## src/rtl/ram_pkg.sv

```systemverilog
// Shared RAM geometry defaults and reader FSM state encoding.
package ram_pkg;

    localparam int DATA_WIDTH = 16;
    localparam int ADDR_WIDTH = 5;

    typedef enum logic [1:0] {
        IDLE  = 2'd0,
        READ  = 2'd1,
        DRAIN = 2'd2,
        DONE  = 2'd3
    } rd_state_t;

endpackage

```

## src/rtl/ram_rd_skid_buf.sv

```systemverilog
// Two-entry FIFO with a registered head that drives the output stream directly.
// Carries a 'last' sideband bit; the caller must never push into a full buffer.
module ram_rd_skid_buf #(
    parameter int DATA_WIDTH = 16
) (
    input  logic                  clk,
    input  logic                  rst_n,
    input  logic                  in_valid,
    input  logic [DATA_WIDTH-1:0] in_data,
    input  logic                  in_last,
    output logic                  out_valid,
    input  logic                  out_ready,
    output logic [DATA_WIDTH-1:0] out_data,
    output logic                  out_last,
    output logic [1:0]            count
);

    logic [DATA_WIDTH-1:0] head_q, head_d, tail_q, tail_d;
    logic                  head_last_q, head_last_d, tail_last_q, tail_last_d;
    logic [1:0]            count_q, count_d;
    logic                  pop;

    assign pop = (count_q != 2'd0) && out_ready;

    always_comb begin
        head_d      = head_q;
        tail_d      = tail_q;
        head_last_d = head_last_q;
        tail_last_d = tail_last_q;
        count_d     = count_q;
        case ({in_valid, pop})
            2'b10: begin
                if (count_q == 2'd0) begin
                    head_d      = in_data;
                    head_last_d = in_last;
                end else begin
                    tail_d      = in_data;
                    tail_last_d = in_last;
                end
                count_d = count_q + 2'd1;
            end
            2'b01: begin
                head_d      = tail_q;
                head_last_d = tail_last_q;
                count_d     = count_q - 2'd1;
            end
            2'b11: begin
                // Occupancy unchanged; the new word lands wherever the queue tail now is.
                if (count_q == 2'd1) begin
                    head_d      = in_data;
                    head_last_d = in_last;
                end else begin
                    head_d      = tail_q;
                    head_last_d = tail_last_q;
                    tail_d      = in_data;
                    tail_last_d = in_last;
                end
            end
            default: ;
        endcase
    end

    always_ff @(posedge clk or negedge rst_n) begin
        if (!rst_n) begin
            head_q      <= '0;
            tail_q      <= '0;
            head_last_q <= 1'b0;
            tail_last_q <= 1'b0;
            count_q     <= 2'd0;
        end else begin
            head_q      <= head_d;
            tail_q      <= tail_d;
            head_last_q <= head_last_d;
            tail_last_q <= tail_last_d;
            count_q     <= count_d;
        end
    end

    assign out_valid = (count_q != 2'd0);
    assign out_data  = head_q;
    assign out_last  = head_last_q && out_valid;
    assign count     = count_q;

endmodule

```

## src/rtl/ram_stream_reader.sv

```systemverilog
// Walks a contiguous RAM address range and streams the words out on valid/ready,
// absorbing the RAM's one-cycle read latency without losing words under backpressure.
module ram_stream_reader #(
    parameter int DATA_WIDTH = ram_pkg::DATA_WIDTH,
    parameter int ADDR_WIDTH = ram_pkg::ADDR_WIDTH
) (
    input  logic                  clk,
    input  logic                  rst_n,
    input  logic                  start,
    input  logic [ADDR_WIDTH-1:0] base_addr,
    input  logic [ADDR_WIDTH:0]   length,
    output logic                  busy,
    output logic                  done,
    output logic [ADDR_WIDTH-1:0] rdaddr,
    input  logic [DATA_WIDTH-1:0] q,
    output logic [DATA_WIDTH-1:0] out_data,
    output logic                  out_valid,
    input  logic                  out_ready,
    output logic                  out_last
);

    import ram_pkg::*;

    rd_state_t             state_q, state_d;
    logic [ADDR_WIDTH-1:0] rdaddr_q, rdaddr_d;
    logic [ADDR_WIDTH:0]   issued_q, issued_d;
    logic [ADDR_WIDTH:0]   len_q, len_d;
    logic [ADDR_WIDTH:0]   last_idx;
    logic                  inflight_q, inflight_d;
    logic                  inflight_last_q, inflight_last_d;
    logic [1:0]            buf_count;
    logic [2:0]            occupancy;
    logic                  pop, issue, issue_last;

    assign pop        = out_valid && out_ready;
    // A word leaving this cycle frees its slot in time for the issue on the same edge.
    assign occupancy  = 3'(inflight_q) + 3'(buf_count) - 3'(pop);
    assign issue      = (state_q == READ) && (occupancy < 3'd2);
    assign last_idx   = len_q - 1'b1;
    assign issue_last = (issued_q == last_idx);

    always_comb begin
        state_d         = state_q;
        rdaddr_d        = rdaddr_q;
        issued_d        = issued_q;
        len_d           = len_q;
        inflight_d      = issue;
        inflight_last_d = issue && issue_last;
        case (state_q)
            IDLE: begin
                if (start) begin
                    rdaddr_d = base_addr;
                    len_d    = length;
                    issued_d = '0;
                    state_d  = (length == '0) ? DONE : READ;
                end
            end
            READ: begin
                if (issue) begin
                    rdaddr_d = rdaddr_q + 1'b1;
                    issued_d = issued_q + 1'b1;
                    if (issue_last) begin
                        state_d = DRAIN;
                    end
                end
            end
            DRAIN: begin
                if (pop && out_last) begin
                    state_d = DONE;
                end
            end
            DONE: begin
                state_d = IDLE;
            end
            default: state_d = IDLE;
        endcase
    end

    always_ff @(posedge clk or negedge rst_n) begin
        if (!rst_n) begin
            state_q         <= IDLE;
            rdaddr_q        <= '0;
            issued_q        <= '0;
            len_q           <= '0;
            inflight_q      <= 1'b0;
            inflight_last_q <= 1'b0;
        end else begin
            state_q         <= state_d;
            rdaddr_q        <= rdaddr_d;
            issued_q        <= issued_d;
            len_q           <= len_d;
            inflight_q      <= inflight_d;
            inflight_last_q <= inflight_last_d;
        end
    end

    ram_rd_skid_buf #(
        .DATA_WIDTH (DATA_WIDTH)
    ) u_skid (
        .clk       (clk),
        .rst_n     (rst_n),
        .in_valid  (inflight_q),
        .in_data   (q),
        .in_last   (inflight_last_q),
        .out_valid (out_valid),
        .out_ready (out_ready),
        .out_data  (out_data),
        .out_last  (out_last),
        .count     (buf_count)
    );

    assign busy   = (state_q != IDLE);
    assign done   = (state_q == DONE);
    assign rdaddr = rdaddr_q;

endmodule

```

## config.mk

```make
export PLATFORM = sky130hd
export DESIGN_NAME = ram_stream_reader
export DESIGN_NICKNAME = d
export VERILOG_FILES = /design/src/rtl/ram_pkg.sv /design/src/rtl/ram_rd_skid_buf.sv /design/src/rtl/ram_stream_reader.sv
export SDC_FILE = /design/constraint.sdc
export NUM_CORES = 1
export LEC_CHECK = 0
export CORE_AREA = 8 8 105 107
export CTS_CLUSTER_SIZE = 28
export DETAILED_ROUTE_END_ITERATION = 10
export DIE_AREA = 0 0 113 115
export PLACE_DENSITY = 0.63
export SLEW_MARGIN = 0
export SYNTH_ARGS = -nofsm -noshare
export SYNTH_HDL_FRONTEND = slang
export SYNTH_SLANG_ARGS = --single-unit
```

## constraint.sdc

```tcl
create_clock -name clk -period 2.3 [get_ports clk]
set_input_delay 0.345 -clock clk [delete_from_list [all_inputs] [get_ports clk]]
set_output_delay 0.345 -clock clk [all_outputs]
set_load 0.02 [all_outputs]
```

==> qor.txt <==
run status = complete, no violations
Pleak = 0.00168 µW
FP Rows = 36
clock slew at reported path FFs = 0.07 ns
top cell type's share of synthesized area = 49.2%
critical path class = register to register
post-synthesis register bit count = 57
Power Density = 1500 mW/mm²
Post-DP Area = 0.00377 mm²
EDFF count, synth = 0
Yosys top cell by area = dfrtp_1
Multi-input gate area = 0.00157 mm²
syn_nets = 319
Filler Cells Inserted = 892
I/O pin cnt = 56
DR vias/cell = 4.87
layout overhead on the synthesized area = 41.2%
Final Setup Violations = 0
global-route wire length before repair = 11,600 µm
CTS Root Buffer Type = clkbuf_8
Max VDD drop = 0.576 mV
drt wl/cell = 14.3 µm
RSZ-0062 raised after global routing = true
Final Power = 6130 µW
Peak Freq = 454 MHz
Startpoint Class = register
# diodes = 0
Worst-Margin Slew = 0.544 ns
GRT overflow = 0
ranking of synthesized cells by area = dfrtp_1 49%, mux2_2 8.9%, o21ai_0 5.5%, ha_1 5.2%, a22oi_1 4.9%
slowest cell delay on critical path = 0.41 ns
critical-path cell list = inv_2, ha_4, inv_6, nand2_8, nor2_4, buf_4, fa_2, xnor2_2, nand2_4, a21o_2, a22o_1
GRT Overall Usage = 11.0%
met3 WL = 325 µm
CTS tree = built
Port Buffers = 55
Top Metal Used = met4
total negative slack for setup checks = 0 ns
min-delay worst type = register to register
CP arrival = 2.43 ns
number of distinct library cells after synthesis = 42
DRT Wirelength = 6730 µm
synth warn = 0
design area = 0.00410 mm²
Die H = 115 µm
initial antenna violation count = 0
Placer Congestion = 0.748
Detail Placement HPWL = 4880 µm
final worst-path cycle share = 95.8%
Register Area = 0.00143 mm²
Gate Count Post-Synth = 275
average cell area after synthesis = 10.6 µm²
Post-synth ARST share = 100%
largest net degree at the start of global routing = 35
Critical Path RT = 2.52 ns
Critical Path Sink Type = register
layout cells sized above 1 = 29.6%
CTS H-tree lvls = 3
DRC violations left = 0
sequential area share after synthesis = 49.2%
Post-Syn Area = 0.00290 mm²
CTS Buf Count = 9
post-route insts no fill = 472
critical path peak fanout = 8
Clock Latency Late Sink = 0.33 ns
final net count = 397
DRT iter0 DRCs = 107
DIE AREA = 0.0130 mm²
R2R depth = 11
die width = 113 µm
met2 wire len = 3230 µm
vias in the first global route = 2,448
wl on met1 = 3110 µm
DR vias = 2,299
min Tclk post-route = 2.20 ns
Fin. Hold Viols = 0
Hold Crit Depth = 2
Cells after DPL = 451
Placeable Area = 0.00946 mm²
max-slew violation count = 0
clock buffer depth = 2
max-cap viol count = 0
Worst Skew = 0.0113 ns
initial core utilization = 30.7%
antenna viol nets, final = 0
Worst path slowest cell = dfrtp_2
clk sinks = 57
Worst slew margin = 63.4%
ys flop type = dfrtp_1
Pre-antenna DRT Iters = 4
## placed cells by master, fill, tap and decap left out, drive strengths merged, types with 2 or more instances in the layout
master         count
dfrtp             57
clkdlybuf4s50     54
nand2             33
o21ai             32
mux2              23
buf               20
a22oi             19
nor2              13
ha                12
inv               12
a21oi             10
clkbuf             9
xnor2              8
nand3              5
nor2b              4
or2                3
o22ai              3
a31o               3
clkinvlp           3
clkinv             3
nor3               3
a21o               3
nand2b             2
xor2               2
mux2i              2
a22o               2
nand4              2
## cell usage after synthesis (all sizes together), types with 2 or more instances
| master | count |
|---|---|
| mux2 | 23 |
| nor2b | 4 |
| nor3 | 3 |
| xnor2 | 8 |
| a31o | 3 |
| or2 | 3 |
| nor2 | 13 |
| nand3 | 5 |
| o21ai | 32 |
| nand4 | 2 |
| a21o | 2 |
| dfrtp | 57 |
| ha | 12 |
| mux2i | 2 |
| nand2 | 33 |
| xor2 | 2 |
| clkbuf | 6 |
| a21oi | 10 |
| nand2b | 2 |
| inv | 11 |
| o22ai | 3 |
| a22oi | 19 |
| a22o | 2 |
| buf | 3 |
## logic make-up (layout without fill, tap and decap cells)
logic type | count (synthesis) | count (layout) | share of synthesized area (%)
AOI/OAI and AO/OA | 76 | 77 | 16.9
xor gates and xnor gates | 10 | 10 | 3.02
adders and majority gates | 13 | 13 | 5.86
buffers and inverters | 20 | 102 | 2.72
DFF | 57 | 57 | 49.2
muxes | 25 | 25 | 9.62
and+or+nand+nor | 74 | 74 | 12.7
## final timing paths
path,start,slack (ns),to
min in group asynchronous,rst_n,0.49,rdaddr[0]
min,u_skid.out_data[7],0.48,u_skid.out_data[7]
max,u_skid.count[1],0.1,issued_q[5]
max in group asynchronous,rst_n,1.12,u_skid.tail_q[13]
max reg2reg,u_skid.count[1],0.1,issued_q[5]
min reg2reg,u_skid.out_data[7],0.48,u_skid.out_data[7]
## power breakdown
part           leakage [µW]  switching, µW  internal [µW]  total (µW)
Combinational      0.000902           1760           1730        3490
Sequential         0.000699            356           1470        1830
Clock             0.0000814            427            387         815
Total               0.00168           2540           3590        6130
## registers in the layout, indices dropped and copies added (netlist names)
register,count
inflight_last_q,1
len_q,6
state_q,2
u_skid.count,2
u_skid.head_last_q,1
rdaddr,5
inflight_q,1
u_skid.tail_q,16
u_skid.tail_last_q,1
u_skid.out_data,16
issued_q,6
## metal layers
| metal | vias to the layer above | global-route usage, % |
|---|---|---|
| met3 | 5 | 3.73 |
| li1 | 1142 | - |
| met1 | 1104 | 13.3 |
| met2 | 48 | 18.1 |
| met5 | - | 0 |
| met4 | 0 | 3.64 |
## area by class of cell
cell class / count / area share (%)
clock buffer: 9 / 3.02
clock inverter: 7 / 1.13
inverter: 11 / 1.25
multi-input combinational: 199 / 38.2
sequential: 57 / 34.9
tap: 114 / 3.48
timing repair buffer: 75 / 18.1
## critical path, delay by kind of cell, from the launching register on
family / cells / cell delay [ns]
adders and majority gates: 2 / 0.51
and+or+nand+nor: 3 / 0.25
DFF: 1 / 0.41
AOI/OAI and AO/OA: 2 / 0.50
xor gates and xnor gates: 1 / 0.19
buffers and inverters: 3 / 0.25
## timing repair
item / 4_1_cts / 5_1_grt
gates resized for setup: 3 / 24
gates cloned: 0 / 1
endpoints found under the hold margin: 18 / 0
buffers inserted: 0 / 3
pin swaps: 0 / 18
hold buffers: 1 / 0
setup endpoints to repair: 3 / 13
## metrics by stage
stage | utilization, % | worst slack (ns) | hold slack (ns)
finish | 43.3 | 0.0976 | 0.477
global route | 43.3 | -0.0276 | 0.510
CTS | 41.9 | 0.00422 | 0.484
detailed placement | 39.8 | -0.278 | 0.331
global placement | 39.8 | -0.224 | 0.324
floorplan | - | -0.00646 | 0.0494
No activity file was read; power rests on OpenSTA's default activity.
